$ cat src/rtl/student_dmux_pkg.sv
// Shared types and helpers for the stream demultiplexer.
// Latency: n/a (package only).
// Backpressure: n/a (package only).
package student_dmux_pkg;

    localparam int DEF_WIDTH = 1;
    localparam int DEF_N     = 4;
    localparam int DEF_SELW  = 2;

    // True when the select value addresses a real channel.
    function automatic logic chan_ok(input logic [31:0] sel, input int unsigned n);
        return (sel < n);
    endfunction

endpackage

$ cat src/rtl/student_dmux_stream_if.sv
// Bundles the producer-side and consumer-side stream signals of the demultiplexer.
// Latency: n/a (wiring only).
// Backpressure: in_ready from the block, out_ready per channel from consumers.
interface student_dmux_stream_if
    import student_dmux_pkg::*;
#(
    parameter int WIDTH = DEF_WIDTH,
    parameter int N     = DEF_N,
    parameter int SELW  = DEF_SELW
);

    logic                 in_valid;
    logic                 in_ready;
    logic [WIDTH-1:0]     in_data;
    logic [SELW-1:0]      sel;
    logic                 bcast;
    logic [N-1:0]         out_valid;
    logic [N-1:0]         out_ready;
    logic [N*WIDTH-1:0]   out_data;
    logic                 err_sel;

    // Producer and consumers drive the stream into the block.
    modport master (
        output in_valid, in_data, sel, bcast, out_ready,
        input  in_ready, out_valid, out_data, err_sel
    );

    // The demultiplexer itself.
    modport slave (
        input  in_valid, in_data, sel, bcast, out_ready,
        output in_ready, out_valid, out_data, err_sel
    );

endinterface

$ cat src/rtl/student_dmux_slot.sv
// One output channel register: a valid flag plus its data word.
// Latency: load visible from the loading edge; drain clears valid at the edge.
// Backpressure: holds q stable while valid and not drained; load wins over drain.
module student_dmux_slot #(
    parameter int WIDTH = 1
) (
    input  logic             clk,
    input  logic             rst_n,
    input  logic             load,
    input  logic             drain,
    input  logic [WIDTH-1:0] d,
    output logic             valid,
    output logic [WIDTH-1:0] q
);

    logic             r_valid;
    logic [WIDTH-1:0] r_q;

    // Load replaces the word (even while draining) so a full slot streams with no bubble.
    always_ff @(posedge clk or negedge rst_n) begin
        if (!rst_n) begin
            r_valid <= 1'b0;
            r_q     <= '0;
        end else if (load) begin
            r_valid <= 1'b1;
            r_q     <= d;
        end else if (drain) begin
            r_valid <= 1'b0;
        end
    end

    assign valid = r_valid;
    assign q     = r_q;

endmodule

$ cat src/rtl/student_dmux_stream.sv
// Routes one input stream to one of N channel registers, or to all of them on broadcast.
// Latency: accepted word appears on its channel from the accepting edge onward.
// Backpressure: in_ready follows the target slot(s) being free; bad selects are sunk.
module student_dmux_stream
    import student_dmux_pkg::*;
#(
    parameter int WIDTH = DEF_WIDTH,
    parameter int N     = DEF_N,
    parameter int SELW  = DEF_SELW
) (
    input  logic                  clk,
    input  logic                  rst_n,
    student_dmux_stream_if.slave  bus
);

    logic [N-1:0]     w_free;
    logic [N-1:0]     w_load;
    logic [N-1:0]     w_drain;
    logic [N-1:0]     w_valid;
    logic [WIDTH-1:0] w_q [N];
    logic [31:0]      w_sel_u;
    logic             w_sel_ok;
    logic             w_sel_free;
    logic             w_all_free;
    logic             w_ready;
    logic             w_accept;
    logic             w_drop;
    logic             r_err_sel;

    // A slot can take new data when empty or when its consumer drains it this cycle.
    assign w_free     = ~w_valid | bus.out_ready;
    assign w_drain    = w_valid & bus.out_ready;
    assign w_all_free = &w_free;
    assign w_sel_u    = 32'(bus.sel);
    assign w_sel_ok   = chan_ok(w_sel_u, N);

    // Look up the free flag of the selected channel without indexing past N.
    always_comb begin
        w_sel_free = 1'b0;
        for (int unsigned i = 0; i < N; i++) begin
            if (w_sel_u == i) begin
                w_sel_free = w_free[i];
            end
        end
    end

    // Ready: all slots for broadcast, the target slot for unicast, always for a bad select.
    always_comb begin
        w_ready = 1'b0;
        if (!rst_n) begin
            w_ready = 1'b0;
        end else if (bus.bcast) begin
            w_ready = w_all_free;
        end else if (w_sel_ok) begin
            w_ready = w_sel_free;
        end else begin
            w_ready = 1'b1;
        end
    end

    assign w_accept = bus.in_valid && w_ready;
    assign w_drop   = w_accept && !bus.bcast && !w_sel_ok;

    // Decode the accepted transfer into per-channel load strobes.
    always_comb begin
        w_load = '0;
        for (int unsigned i = 0; i < N; i++) begin
            w_load[i] = w_accept && (bus.bcast || (w_sel_u == i));
        end
    end

    for (genvar gi = 0; gi < N; gi++) begin : g_slot
        student_dmux_slot #(
            .WIDTH (WIDTH)
        ) u_slot (
            .clk   (clk),
            .rst_n (rst_n),
            .load  (w_load[gi]),
            .drain (w_drain[gi]),
            .d     (bus.in_data),
            .valid (w_valid[gi]),
            .q     (w_q[gi])
        );
    end

    // Pack the per-channel words onto the flat output bus.
    always_comb begin
        bus.out_data = '0;
        for (int unsigned i = 0; i < N; i++) begin
            bus.out_data[i*WIDTH +: WIDTH] = w_q[i];
        end
    end

    // Sticky record that a unicast with an out-of-range select was swallowed.
    always_ff @(posedge clk or negedge rst_n) begin
        if (!rst_n) begin
            r_err_sel <= 1'b0;
        end else if (w_drop) begin
            r_err_sel <= 1'b1;
        end
    end

    assign bus.in_ready  = w_ready;
    assign bus.out_valid = w_valid;
    assign bus.err_sel   = r_err_sel;

endmodule

$ cat src/flat_wrapper.sv
// flat-port wrapper written by rule: the top's interface ports become plain ports
module student_dmux_stream_flat import student_dmux_pkg::*;
#(
    parameter int WIDTH = DEF_WIDTH,
    parameter int N     = DEF_N,
    parameter int SELW  = DEF_SELW
)
  (clk, rst_n, bus_in_valid, bus_in_data, bus_sel, bus_bcast, bus_out_ready, bus_in_ready, bus_out_valid, bus_out_data, bus_err_sel);
  student_dmux_stream_if #(.WIDTH(WIDTH), .N(N), .SELW(SELW)) bus_i ();
  input  logic clk;
  input  logic rst_n;
  input wire logic [$bits(bus_i.in_valid)-1:0] bus_in_valid;
  input wire logic [$bits(bus_i.in_data)-1:0] bus_in_data;
  input wire logic [$bits(bus_i.sel)-1:0] bus_sel;
  input wire logic [$bits(bus_i.bcast)-1:0] bus_bcast;
  input wire logic [$bits(bus_i.out_ready)-1:0] bus_out_ready;
  output wire logic [$bits(bus_i.in_ready)-1:0] bus_in_ready;
  output wire logic [$bits(bus_i.out_valid)-1:0] bus_out_valid;
  output wire logic [$bits(bus_i.out_data)-1:0] bus_out_data;
  output wire logic [$bits(bus_i.err_sel)-1:0] bus_err_sel;
  assign bus_i.in_valid = bus_in_valid;
  assign bus_i.in_data = bus_in_data;
  assign bus_i.sel = bus_sel;
  assign bus_i.bcast = bus_bcast;
  assign bus_i.out_ready = bus_out_ready;
  assign bus_in_ready = bus_i.in_ready;
  assign bus_out_valid = bus_i.out_valid;
  assign bus_out_data = bus_i.out_data;
  assign bus_err_sel = bus_i.err_sel;
  student_dmux_stream #(.WIDTH(WIDTH), .N(N), .SELW(SELW)) u_core (.clk(clk), .rst_n(rst_n), .bus(bus_i));
endmodule
$ cat config.mk
export PLATFORM = sky130hd
export DESIGN_NAME = student_dmux_stream_flat
export DESIGN_NICKNAME = d
export VERILOG_FILES = /design/src/rtl/student_dmux_pkg.sv /design/src/rtl/student_dmux_stream_if.sv /design/src/rtl/student_dmux_slot.sv /design/src/rtl/student_dmux_stream.sv /design/src/flat_wrapper.sv
export SDC_FILE = /design/constraint.sdc
export NUM_CORES = 1
export LEC_CHECK = 0
export CELL_PAD_IN_SITES_DETAIL_PLACEMENT = 1
export CELL_PAD_IN_SITES_GLOBAL_PLACEMENT = 1
export CORE_MARGIN = 8
export CORE_UTILIZATION = 29
export CTS_CLUSTER_SIZE = 14
export DETAILED_ROUTE_END_ITERATION = 12
export HOLD_SLACK_MARGIN = 0.1
export PLACE_DENSITY_LB_ADDON = 0.1
export SLEW_MARGIN = 20
export SYNTH_ARGS = -nofsm -noshare
export SYNTH_HDL_FRONTEND = slang
export SYNTH_SLANG_ARGS = --single-unit
$ cat constraint.sdc
create_clock -name clk -period 1.8 [get_ports clk]
set_input_delay 0.27 -clock clk [delete_from_list [all_inputs] [get_ports clk]]
set_output_delay 0.27 -clock clk [all_outputs]
set_load 0.05 [all_outputs]
# After elaboration in Yosys (flattened, before gate mapping)
# Cells that the tools add are included.
word_totals:
  register_bits: 9
  in_bits: 11
  output_inout_bits: 10
  wordCells: 50
classes:
  order_cmp: 1
  eq_ne: 3
  n_mux: 15
  bitwise: 3
  n_reduce_logical: 19
ops:
  columns: ["op", "n"]
  rows:
  - ["$logic_not 32->1", 1]
  - ["$mux 1", 15]
  - ["$reduce_bool 2->1", 4]
  - ["$logic_and 1x1->1", 7]
  - ["$and 4x4->4", 1]
  - ["$eq 2x2->1 const B", 2]
  - ["$logic_or 1x1->1", 4]
  - ["$not 4->4", 1]
  - ["$or 4x4->4", 1]
  - ["$reduce_and 4->1", 1]
  - ["$lt 2x3->1 const B", 1]
  - ["$eq 2x1->1 const B", 1]
  - ["$logic_not 1->1", 2]

# Logic depth before layout (Yosys ltp)
logic_depth:
  ltp_word: 12
  mapped_depth: 5

# Hierarchy
# From an unflattened synthesis, not the netlist that was laid out.
unflattened:
  hier_cells: 47
  area_unflattened_um2: 480.5
modules_own_cells:
  columns: ["module", "n_inst", "cells_each", "area_per_inst_um2"]
  rows:
  - ["student_dmux_slot", 4, 5, 77.6]
  - ["student_dmux_stream", 1, 27, 170.2]

# Worst setup path after synthesis
# No wires, ideal clock.
synth_path:
  path_type: "flip-flop to output port"
  from: "register u_core.g_slot[2].u_slot.r_valid"
  to: "output port bus_in_ready"
  arrival_time_ns: 1.111
  required_time_ns: 1.530
  slack_ns: 0.419
  path_stages_with_launch: 5
  path_buffers: 0
  cell_sequence: "dfrtp_1 > nand2b_1 > o21ai_2 > nor3_4 > and2_2"
synth_via:
  elab_chain_len: 7
  word_cells_on_any_way: 8
  classes_between: "mux: 5; bitwise: 2; reduce/logical: 1"
synth_rtl:
  columns: ["item", "line_no", "text"]
  rows:
  - ["start, declared", "student_dmux_slot.sv:16", "logic r_valid;"]
  - ["start signal, assigned", "student_dmux_slot.sv:22", "r_valid <= 1'b0;"]
  - ["start signal, assigned", "student_dmux_slot.sv:25", "r_valid <= 1'b1;"]
  - ["start signal, assigned", "student_dmux_slot.sv:28", "r_valid <= 1'b0;"]
  - ["$not 4->4 *", "student_dmux_stream.sv:31", "assign w_free = ~w_valid | bus.out_ready;"]
  - ["$or 4x4->4 *", "student_dmux_stream.sv:31", null]
  - ["$mux 1 (2 in series)", "student_dmux_stream.sv:41", "if (w_sel_u == i) begin"]
  - ["$mux 1", "student_dmux_stream.sv:54", "end else if (w_sel_ok) begin"]
  - ["$mux 1 *", "student_dmux_stream.sv:52", "end else if (bus.bcast) begin"]
  - ["$mux 1 *", "student_dmux_stream.sv:50", "if (!rst_n) begin"]
  - ["end, declared", "flat_wrapper.sv:17", "output wire logic [$bits(bus_i.in_ready)-1:0] bus_in_ready;"]
# Mark *: on every way between the ends. The rest lies on a longest branch, timed or not.

# Worst setup path in the final report
layout_path:
  from: "input port bus_bcast"
  to: "output port bus_in_ready"
layout_via:
  elab_chain_len: 2
layout_rtl:
  columns: ["item", "line_no", "text"]
  rows:
  - ["start, declared", "flat_wrapper.sv:15", "input wire logic [$bits(bus_i.bcast)-1:0] bus_bcast;"]
  - ["$mux 1", "student_dmux_stream.sv:52", null]
  - ["$mux 1", "student_dmux_stream.sv:50", null]
# No other way between the ends.

==> results.txt <==
Max Slew Vio Count: 0
Outcome: completed
Crit start category: input pin
Post-DP Area: 689 sq um
Yosys cell types: 21
Most frequent cells in the layout: buf_4, clkdlybuf4s50_1, dfrtp_1
Final WL: 1.21 mm
Core area: 1650 sq um
Area growth syn-to-layout: 49.5%
Post-place setup slack: -0.154 ns
Worst Max-Slew Pin Slew: 0.502 ns
I/O pin count: 21
GR Overflow Total: 0
Vias per cell: 4.64
CP Max Fanout: 3
Hold crit path type: input pin to asynchronous set/reset pin
Vias: 413
Chip width: 57.1 microns
Syn Nets: 60
Finish-stage setup viols: 0
Final Hold Fails: 0
Htree depth: 1
Mapped Area: 490 sq um
Fill count: 199
ANT cells: 0
Die area: 3260 sq um
First-pass GRT wire length: 2.07 mm
Synthesized area per cell: 10.0 sq um
Crit end category: output port
I/O Buffers: 19
WP data required: 1.53 ns
Register area share after synthesis: 40.8%
Setup CP Type: input pin to output port
RD Place Congestion: 0.672
Drc violations: 0
Remaining antenna violation count: 0
Worst VDD drop: 0.465 mV
Largest net degree at the start of global routing: 9
Drt pass-1 iters: 2
Minimum clock period: 1.75 ns
Worst-Skew Late Latency: 0.25 ns
Number of buffers created by CTS: 3
Top post-synthesis cells by area: dfrtp_1, buf_4, mux2_1
CTS Root Cell: clkbuf_4
Max cap viols: 0
Fmax: 572 MHz
Clock buffer depth: 2
Routed WL per cell: 13.6 microns
CTS sink count: 8
Yosys warning count: 0
Final nets: 85
Post-Syn Instances: 49
Share of the synthesized area in the top cell type: 40.8%
Fin Clk Skew: 0.00482 ns
Iteration-0 DRC Markers: 1
Fin crit share: 97.1%
Top cell type by total area after synthesis: dfrtp_1
Post-layout instance area: 733 sq um
Clock Pin Slew Worst Setup and Hold Paths: 0.06 ns
Relative slew slack: 66.4%
Chip height: 57.1 microns
Seq cells post-synth: 8
PwrDens: 988 nW/um^2
CTS tree: done
Vias in the first global route: 491
GRT Util Overall: 7.61%
Rows: 15
Worst EP arrival: 1.48 ns
Commonest non-fill, non-tap cell in the layout: buf_4
Layout cells sized above 1: 40.3%
Setup WS post-layout: 0.0513 ns
Number of antenna violations at the first check in global routing: 0
Starting Density: 29.7%
Leak: 0.347 nW
## report_power, final
part	total, mW	switching, mW	internal (mW)
registers	0.235	0.0186	0.216
logic	0.348	0.214	0.133
clock network	0.142	0.0652	0.0766
total	0.724	0.298	0.426
## path summary, 6_finish.rpt
path,slack (ns),depth (start not counted),start,endpoint
hold reg to reg,0.49,1,u_core.g_slot[3].u_slot.q,u_core.g_slot[3].u_slot.q
setup / recovery,0.05,7,bus_bcast,bus_in_ready
min in group clk,0.49,1,u_core.g_slot[3].u_slot.q,u_core.g_slot[3].u_slot.q
max in group asynchronous,1.29,2,rst_n,u_core.g_slot[1].u_slot.q
setup reg to reg,0.31,6,u_core.g_slot[3].u_slot.valid,u_core.g_slot[0].u_slot.q
hold / removal,0.38,2,rst_n,u_core.g_slot[0].u_slot.q
## worst max-delay path: stages
cell	delay (ns)
clkdlybuf4s50_1	0.44
buf_4	0.16
inv_2	0.06
a21oi_2	0.06
nor3_4	0.17
and2_4	0.18
buf_12	0.13
## stage by stage
step	instances	power [mW]	hold WS, ns	TNS [ns]	util [%]
after floorplan	49	0.499	-0.0256	0	-
after detailed placement	84	0.581	0.485	-0.720	41.7
after global routing	89	0.761	0.400	-0.00921	44.4
final	89	0.724	0.379	0	44.4
after global placement	84	0.579	0.481	-0.660	41.7
after CTS	89	0.729	0.374	0	44.1
## flip-flops by register name, summed over array words and instances (netlist names)
| name | cells |
|---|---|
| u_core.g_slot.u_slot.valid | 4 |
| u_core.g_slot.u_slot.q | 4 |
## kinds of logic after synthesis
logic type,after synthesis,share of synthesized area [%]
AO/OA/AOI/OAI,6,9.44
AND/OR/NAND/NOR,20,24.5
flip-flops,8,40.8
multiplexers,4,9.95
buffers and inverters,10,14.5
other,1,0.765
## metal layers
layer  up-vias  track usage, %  routed length [microns]
li1        204               -                        -
met2         9            12.4                      586
met4         0            3.02                        0
met5         -               0                        0
met3         0            2.88                       95
met1       200            8.69                      528
## cells in the mapped netlist
master and n:
a21boi_0 1, a21oi_1 3, and2_2 1, buf_4 9
conb_1 1, dfrtp_1 8, inv_1 1, mux2_1 3
mux2_4 1, nand2_1 5, nand2b_1 5, nand3_1 1
nand4_1 1, nand4b_1 1, nor2_1 2, nor2_2 1
nor3_1 1, nor3_4 1, o2111ai_2 1, o21ai_2 1
or2b_1 1
## repair_timing
action,in CTS,in global routing
endpoints found under the setup margin,1,1
gates resized for setup,3,3
setup buffers,2,0
hold buffers,0,0
pin swaps,3,0
gates cloned,0,0
## cell type report
class                           instances  area, sq um  share of cell area [%]
Clock buffer                            3         22.5                    3.07
Inverter                                1         3.75                   0.512
Multi-Input combinational cell         31          228                    31.1
Sequential cell                         8          200                    27.3
Tap cell                               17         21.3                    2.90
Timing Repair Buffer                   29          258                    35.2
Note: power is estimated with default switching activity, not from simulation.
